==> config.mk <==
export PLATFORM = sky130hd
export DESIGN_NAME = ntt_vec_seq
export DESIGN_NICKNAME = d
export VERILOG_FILES = /design/src/rtl/ntt_vec_seq.sv
export SDC_FILE = /design/constraint.sdc
export NUM_CORES = 1
export LEC_CHECK = 0
export ABC_AREA = 1
export BUFFER_PORTS_ARGS = -buffer_cell sky130_fd_sc_hd__buf_2
export CORE_AREA = 2 2 234 236
export DETAILED_ROUTE_END_ITERATION = 6
export DIE_AREA = 0 0 236 238
export PLACE_DENSITY = 0.44
export RECOVER_POWER = 50
export SLEW_MARGIN = 25
export SYNTH_ARGS = -nofsm -noshare
export SYNTH_HDL_FRONTEND = slang
export SYNTH_SLANG_ARGS = --single-unit
==> constraint.sdc <==
create_clock -name clk -period 3.53 [get_ports clk]
set_input_delay 0.353 -clock clk [delete_from_list [all_inputs] [get_ports clk]]
set_output_delay 0.353 -clock clk [all_outputs]
set_load 0.005 [all_outputs]
==> src/rtl/ntt_vec_seq.sv <==
// Vector sequencer for the NTT arithmetic unit: streams len element pairs from the operand
// memories through an external 1-cycle arithmetic unit and writes the results back.
// Optional feature: define NTT_SEQ_PERF_EN to add the perf_cycles busy-cycle counter.
module ntt_vec_seq #(
    parameter int unsigned ADDR_W = 10
) (
    input  logic              clk,
    input  logic              rst,
    input  logic              start,
    input  logic [1:0]        opcode,
    input  logic [ADDR_W:0]   len,
    input  logic [ADDR_W-1:0] base_a,
    input  logic [ADDR_W-1:0] base_b,
    input  logic [ADDR_W-1:0] base_r,
    input  logic [63:0]       q_in,
    output logic              rd_en,
    output logic [ADDR_W-1:0] rd_addr_a,
    output logic [ADDR_W-1:0] rd_addr_b,
    input  logic [63:0]       rd_data_a,
    input  logic [63:0]       rd_data_b,
    output logic [1:0]        au_opcode,
    output logic [63:0]       au_op_a,
    output logic [63:0]       au_op_b,
    output logic [63:0]       au_q,
    input  logic [63:0]       au_res,
    output logic              wr_en,
    output logic [ADDR_W-1:0] wr_addr,
    output logic [63:0]       wr_data,
    output logic              busy,
    output logic              done,
`ifdef NTT_SEQ_PERF_EN
    output logic [31:0]       perf_cycles,
`endif
    output logic              err
);

    typedef enum logic [1:0] {StIdle, StIssue, StDrain, StFinish} state_e;

    state_e            state_q;
    logic [1:0]        op_q;
    logic [ADDR_W:0]   len_q;
    logic [ADDR_W:0]   cnt_q;   // elements issued so far, including the one on the bus
    logic [63:0]       q_q;
    logic              rd_en_q;
    logic [ADDR_W-1:0] rd_addr_a_q;
    logic [ADDR_W-1:0] rd_addr_b_q;
    logic [ADDR_W-1:0] wr_addr_q;
    logic              v1_q;    // read data returning this cycle
    logic              v2_q;    // arithmetic result available this cycle
    logic              done_q;
    logic              err_q;

    // Control FSM, address generation and the 2-stage in-flight valid pipeline.
    always_ff @(posedge clk or posedge rst) begin
        if (rst) begin
            state_q     <= StIdle;
            op_q        <= '0;
            len_q       <= '0;
            cnt_q       <= '0;
            q_q         <= '0;
            rd_en_q     <= 1'b0;
            rd_addr_a_q <= '0;
            rd_addr_b_q <= '0;
            wr_addr_q   <= '0;
            v1_q        <= 1'b0;
            v2_q        <= 1'b0;
            done_q      <= 1'b0;
            err_q       <= 1'b0;
        end else begin
            v1_q   <= rd_en_q;
            v2_q   <= v1_q;
            done_q <= 1'b0;
            if (v2_q) begin
                wr_addr_q <= wr_addr_q + 1'b1;
            end
            case (state_q)
                StIdle: begin
                    if (start) begin
                        op_q        <= opcode;
                        len_q       <= len;
                        q_q         <= q_in;
                        rd_addr_a_q <= base_a;
                        rd_addr_b_q <= base_b;
                        wr_addr_q   <= base_r;
                        cnt_q       <= '0;
                        if (opcode[1]) begin
                            // Opcodes 2/3: flag and finish without touching memory.
                            err_q   <= 1'b1;
                            state_q <= StFinish;
                            done_q  <= 1'b1;
                        end else begin
                            err_q <= 1'b0;
                            if (len == '0) begin
                                state_q <= StFinish;
                                done_q  <= 1'b1;
                            end else begin
                                state_q <= StIssue;
                                rd_en_q <= 1'b1;
                                cnt_q   <= {{ADDR_W{1'b0}}, 1'b1};
                            end
                        end
                    end
                end
                StIssue: begin
                    if (cnt_q == len_q) begin
                        rd_en_q <= 1'b0;
                        state_q <= StDrain;
                    end else begin
                        rd_addr_a_q <= rd_addr_a_q + 1'b1;
                        rd_addr_b_q <= rd_addr_b_q + 1'b1;
                        cnt_q       <= cnt_q + 1'b1;
                    end
                end
                StDrain: begin
                    // Last read has left stage 1; its write happens this cycle.
                    if (!v1_q) begin
                        state_q <= StFinish;
                        done_q  <= 1'b1;
                    end
                end
                StFinish: state_q <= StIdle;
                default:  state_q <= StIdle;
            endcase
        end
    end

`ifdef NTT_SEQ_PERF_EN
    logic [31:0] perf_q;

    // Busy-cycle counter: the accepting cycle counts as the first, then every non-idle cycle.
    always_ff @(posedge clk or posedge rst) begin
        if (rst) begin
            perf_q <= '0;
        end else if (state_q == StIdle && start) begin
            perf_q <= 32'd1;
        end else if (state_q != StIdle && perf_q != '1) begin
            perf_q <= perf_q + 32'd1;
        end
    end

    assign perf_cycles = perf_q;
`endif

    assign rd_en     = rd_en_q;
    assign rd_addr_a = rd_addr_a_q;
    assign rd_addr_b = rd_addr_b_q;
    assign au_opcode = op_q;
    assign au_q      = q_q;
    // Data outputs are forced to zero outside their valid slot so reset leaves them at 0.
    assign au_op_a   = v1_q ? rd_data_a : '0;
    assign au_op_b   = v1_q ? rd_data_b : '0;
    assign wr_en     = v2_q;
    assign wr_addr   = wr_addr_q;
    assign wr_data   = v2_q ? au_res : '0;
    assign busy      = (state_q != StIdle);
    assign done      = done_q;
    assign err       = err_q;

endmodule

After elaboration in Yosys (flattened, before gate mapping):

Cells that the tools add are included.
W data, S select, Z words.

* flip-flop bits (word level): 125
* input bits: 302
* output and inout bits: 293
* logic and storage cells: 69

* $add $sub $neg: 4
* equal/unequal tests: 10
* multiplexer cells: 34
* reduce and logical (&&, ||, !) cells: 8

Operator list (count)
* $mux W64: 3
* $mux W10: 7
* $pmux W10 S2: 2
* $add A10 B1 Y10 const B: 3
* $mux W11: 2
* $pmux W11 S2: 1
* $ne A2 B2 Y1 const B: 6
* $add A11 B1 Y11 const B: 1
* $eq A11 B11 Y1: 1
* $logic_not A11 Y1: 1
* $mux W1: 11
* $mux W2: 5
* $pmux W2 S4: 1
* $reduce_and A3 Y1: 2
* $reduce_and A5 Y1: 1
* $eq A2 B2 Y1 const B: 2
* $pmux W1 S2: 2
* $reduce_bool A2 Y1: 2
* $eq A2 B1 Y1 const B: 1
* $logic_not A2 Y1: 1
* $reduce_and A2 Y1: 1

Logic depth before layout (Yosys ltp):

* word-level depth: 5
* depth in mapped cells: 12
* mapped depth without buffers: 11

Worst setup path after synthesis:

Ideal clock, no wire load.

* path type: register to output
* start: register v2_q, in the netlist wr_en
* end: output wr_data[23]
* arrival time: 1261 ps
* data required time: 3177 ps
* setup slack: 1916 ps
* stages on the path, launching flop included: 6
* path buffers: 3
* cell sequence: dfrtp_1 clkbuf_1 clkbuf_1 buf_1 nand2_1 inv_1

* cells in the longest elaborated chain, start to end: 1

RTL lines
* start: declaration: line 49 `logic v2_q;`
* start signal: assignment: line 71 `v2_q <= v1_q;`
* $mux W64: line 154 `assign wr_data = v2_q ? au_res : '0;`
* end: declaration: line 28 `output logic [63:0] wr_data,`

Every way passes these cells.

Worst setup path in the final report:

* start: register state_q[0]
* end: register q_q[0], in the netlist au_q[0]

* cells in the longest elaborated chain, start to end: 2

RTL lines
* start: declaration: line 39 `state_e state_q;`
* start signal: assignment: line 56 `state_q <= StIdle;`
* start signal: assignment: line 89 `state_q <= StFinish;`
* start signal: assignment: line 94 `state_q <= StFinish;`
* $logic_not A2 Y1: line 76 `case (state_q)`
* $reduce_and A2 Y1 (no source line)
* end signal: assignment: line 81 `q_q <= q_in;`
* end: declaration: line 43 `logic [63:0] q_q;`

Every way passes these cells.
A chain may end at the register's enable or synchronous reset.

==> impl_metrics.tcl <==
set metrics [dict create \
    p_total_w 0.00760 \
    grt_pass1_wl_mm 57.9 \
    drv_slew 265 \
    ys_seq_elements 124 \
    stdcell_area_mm2 0.0118 \
    synthCells 1230 \
    syn_area_mm2 0.00767 \
    cts-buffers-inserted 17 \
    filler_cell_count 6184 \
    grt_pass1_vias 9236 \
    min_period_ns 2.77 \
    synth_top_cell_area_share 0.405 \
    route.vias.total 9475 \
    cts_sinks 124 \
    finClkSkew_ns 0.0109 \
    worst_ep_required_time_ns 3.88 \
    yosys-top-cells-area "dfrtp_1, nand2_1, inv_1" \
    max_cap_viol_count 3 \
    placed_cell_area_mm2 0.0114 \
    avgSynthCellArea_um2 6.23 \
    ys_types 28 \
    rsz0062_at_grt "false" \
    cp_slowest_cell "inv_1" \
    drc 0 \
    clkSlewWorstSetupHoldPaths_ns 0.07 \
    synth_ff_type "dfrtp_1" \
    gp_congestion 0.975 \
    arrival_ns 3.12 \
    die_h_um 238 \
    antenna_found_initial 20 \
    yosysMostFrequentCell "nand2_1" \
    syn_nets 1540 \
    dieArea_mm2 0.0562 \
    relSlewSlack -0.252 \
    dp_slack_ns 1.26 \
    synth_enable_flop_cells 0 \
    htree_levels 4 \
    layout_setup_ws_ns 0.758 \
    post_cts_resized 0 \
    min_path_type "primary input to flip-flop" \
    crit_path_start_kind "flip-flop" \
    start_util 0.143 \
    powerDensity_mw_per_mm2 643 \
    worst_pin_slew_ns 1.88 \
    violations "max-capacitance violations, max-slew violations" \
    grt-ovfl-total 0 \
    ys_seq_area_frac 0.405 \
    netlist.top_cell.by_area "dfrtp_1" \
    area_delta_synth_final_pct 54.1 \
    fp.dieW_um 236 \
    cp-end-kind "flip-flop" \
    firstDrtPassIters 5 \
    postCtsHoldBufs 0 \
    timing.critical_path.mode_cell "nand2_1" \
    num-nets-final 2104 \
    path_cells "inv_1 -> ha_1 -> nand2_1 -> inv_1 -> buf_4 -> nand2_1 -> nand2_1" \
    worstPathMaxFanout 53 \
    status "finished with violations" \
    async_flop_share 1.00 \
    core_mm2 0.0535 \
    critPathMaxStageDelay_ns 1.15 \
    ant_nets 0 \
    wl_per_cell_um 15.9 \
    fin_setup_tns_ns 0 \
    critPathBufInv 3 \
    finalHoldViolations 0 \
    drive_gt1_frac 0.315 \
    io_pins 595 \
    setup_violations 0 \
    power_leakage_nw 7.60 \
    yosys_warnings 0 \
    root_buffer "clkbuf_16" \
    netlist_top_cells_count "nand2_1, inv_1, dfrtp_1" \
    cts_tree "yes" \
    cp_top_family "buffers and inverters" \
    min_period_over_period 0.785 \
    post_cts_buffers 0 \
    ir_worst_vdd_uv 311 \
    rows 85 \
    clock_latency_ns 0.43 \
    wl_mm 39.8 \
    drt_iter0_drc 374 \
    critPathKind "flip-flop to flip-flop" \
    viasPerCell 3.78 \
    clock_path_buffers 2 \
    whs_ns 0.120 \
    numPortBuffers 594 \
    dp_hpwl_mm 32.5 \
    fmax_mhz 361 \
    grt_usage 0.137 \
    grt_start_max_net_pins 125 \
]
==> state kept, by name, indices dropped and copies added (netlist names), 2 cells and up <==
register,flops
cnt_q,11
len_q,11
rd_addr_a,10
state_q,2
au_q,64
wr_addr,10
rd_addr_b,10
==> area by class of cell <==
class | instances | area [µm²] | area share
antenna | 6 | 15.0 | 0.00127
clock buffer | 18 | 429 | 0.0363
clock inverter | 12 | 141 | 0.0120
inverter | 243 | 913 | 0.0773
multi-input combinational | 804 | 3390 | 0.287
sequential | 124 | 3110 | 0.263
tap | 696 | 871 | 0.0737
timing repair buffer | 604 | 2950 | 0.250
==> cells in the final DEF (no fill, tap or decap), types with 8 or more instances in the layout <==
| cell type | instances |
|---|---|
| clkbuf_16 | 17 |
| buf_2 | 517 |
| nand4_1 | 12 |
| a21oi_1 | 11 |
| nor2_1 | 36 |
| inv_1 | 241 |
| dfrtp_1 | 123 |
| buf_4 | 8 |
| clkbuf_1 | 78 |
| nand3_1 | 65 |
| ha_1 | 8 |
| o21ai_0 | 16 |
| nand2_1 | 617 |
==> worst reg2reg max path: stages (launching register included) <==
cell and delay [ns]:
dfrtp_1 0.40, inv_1 0.12, ha_1 0.18, nand2_1 0.08
inv_1 1.15, buf_4 0.57, nand2_1 0.13, nand2_1 0.07
==> per-layer routing <==
metal	global-route usage	part of all wire
met5	0	0.0013
met4	0.0498	0.030
met3	0.0474	0.083
met2	0.239	0.49
met1	0.154	0.40
==> power by group <==
group          internal, W  leakage, nW  switching, W
logic              0.00126         5.79       0.00202
clock network      0.00104        0.273      0.000696
registers          0.00204         1.54      0.000540
total              0.00434         7.60       0.00325
==> logic make-up (layout without fill, tap and decap cells) <==
family | Yosys count | count (layout) | share of synthesized area
mux | 1 | 1 | 0.00131
compound gates | 35 | 35 | 0.0255
simple gates | 749 | 749 | 0.390
flops | 124 | 124 | 0.405
fa+ha+maj | 8 | 8 | 0.0131
xor+xnor | 11 | 11 | 0.0126
buf+inv | 302 | 877 | 0.153
other cells | 0 | 6 | 0
==> worst paths after layout <==
path,cells after the start,to,start,slack (ns)
worst min-delay path,3,au_q[63],q_in[63],0.12
worst min register to register,2,au_q[58],au_q[58],0.48
min in group asynchronous,3,rd_addr_a[9],rst,0.56
worst max register to register,7,au_q[0],state_q[0],0.76
max in group asynchronous,3,v1_q,rst,1.64
worst max-delay path,7,au_q[0],state_q[0],0.76
==> stage by stage <==
stage,utilization,cells
after floorplan,-,1230
after global placement,0.212,2471
after detailed placement,0.212,2471
after CTS,0.223,2501
after global routing,0.221,2506
final,0.221,2507
No activity file was read; power rests on OpenSTA's default activity.
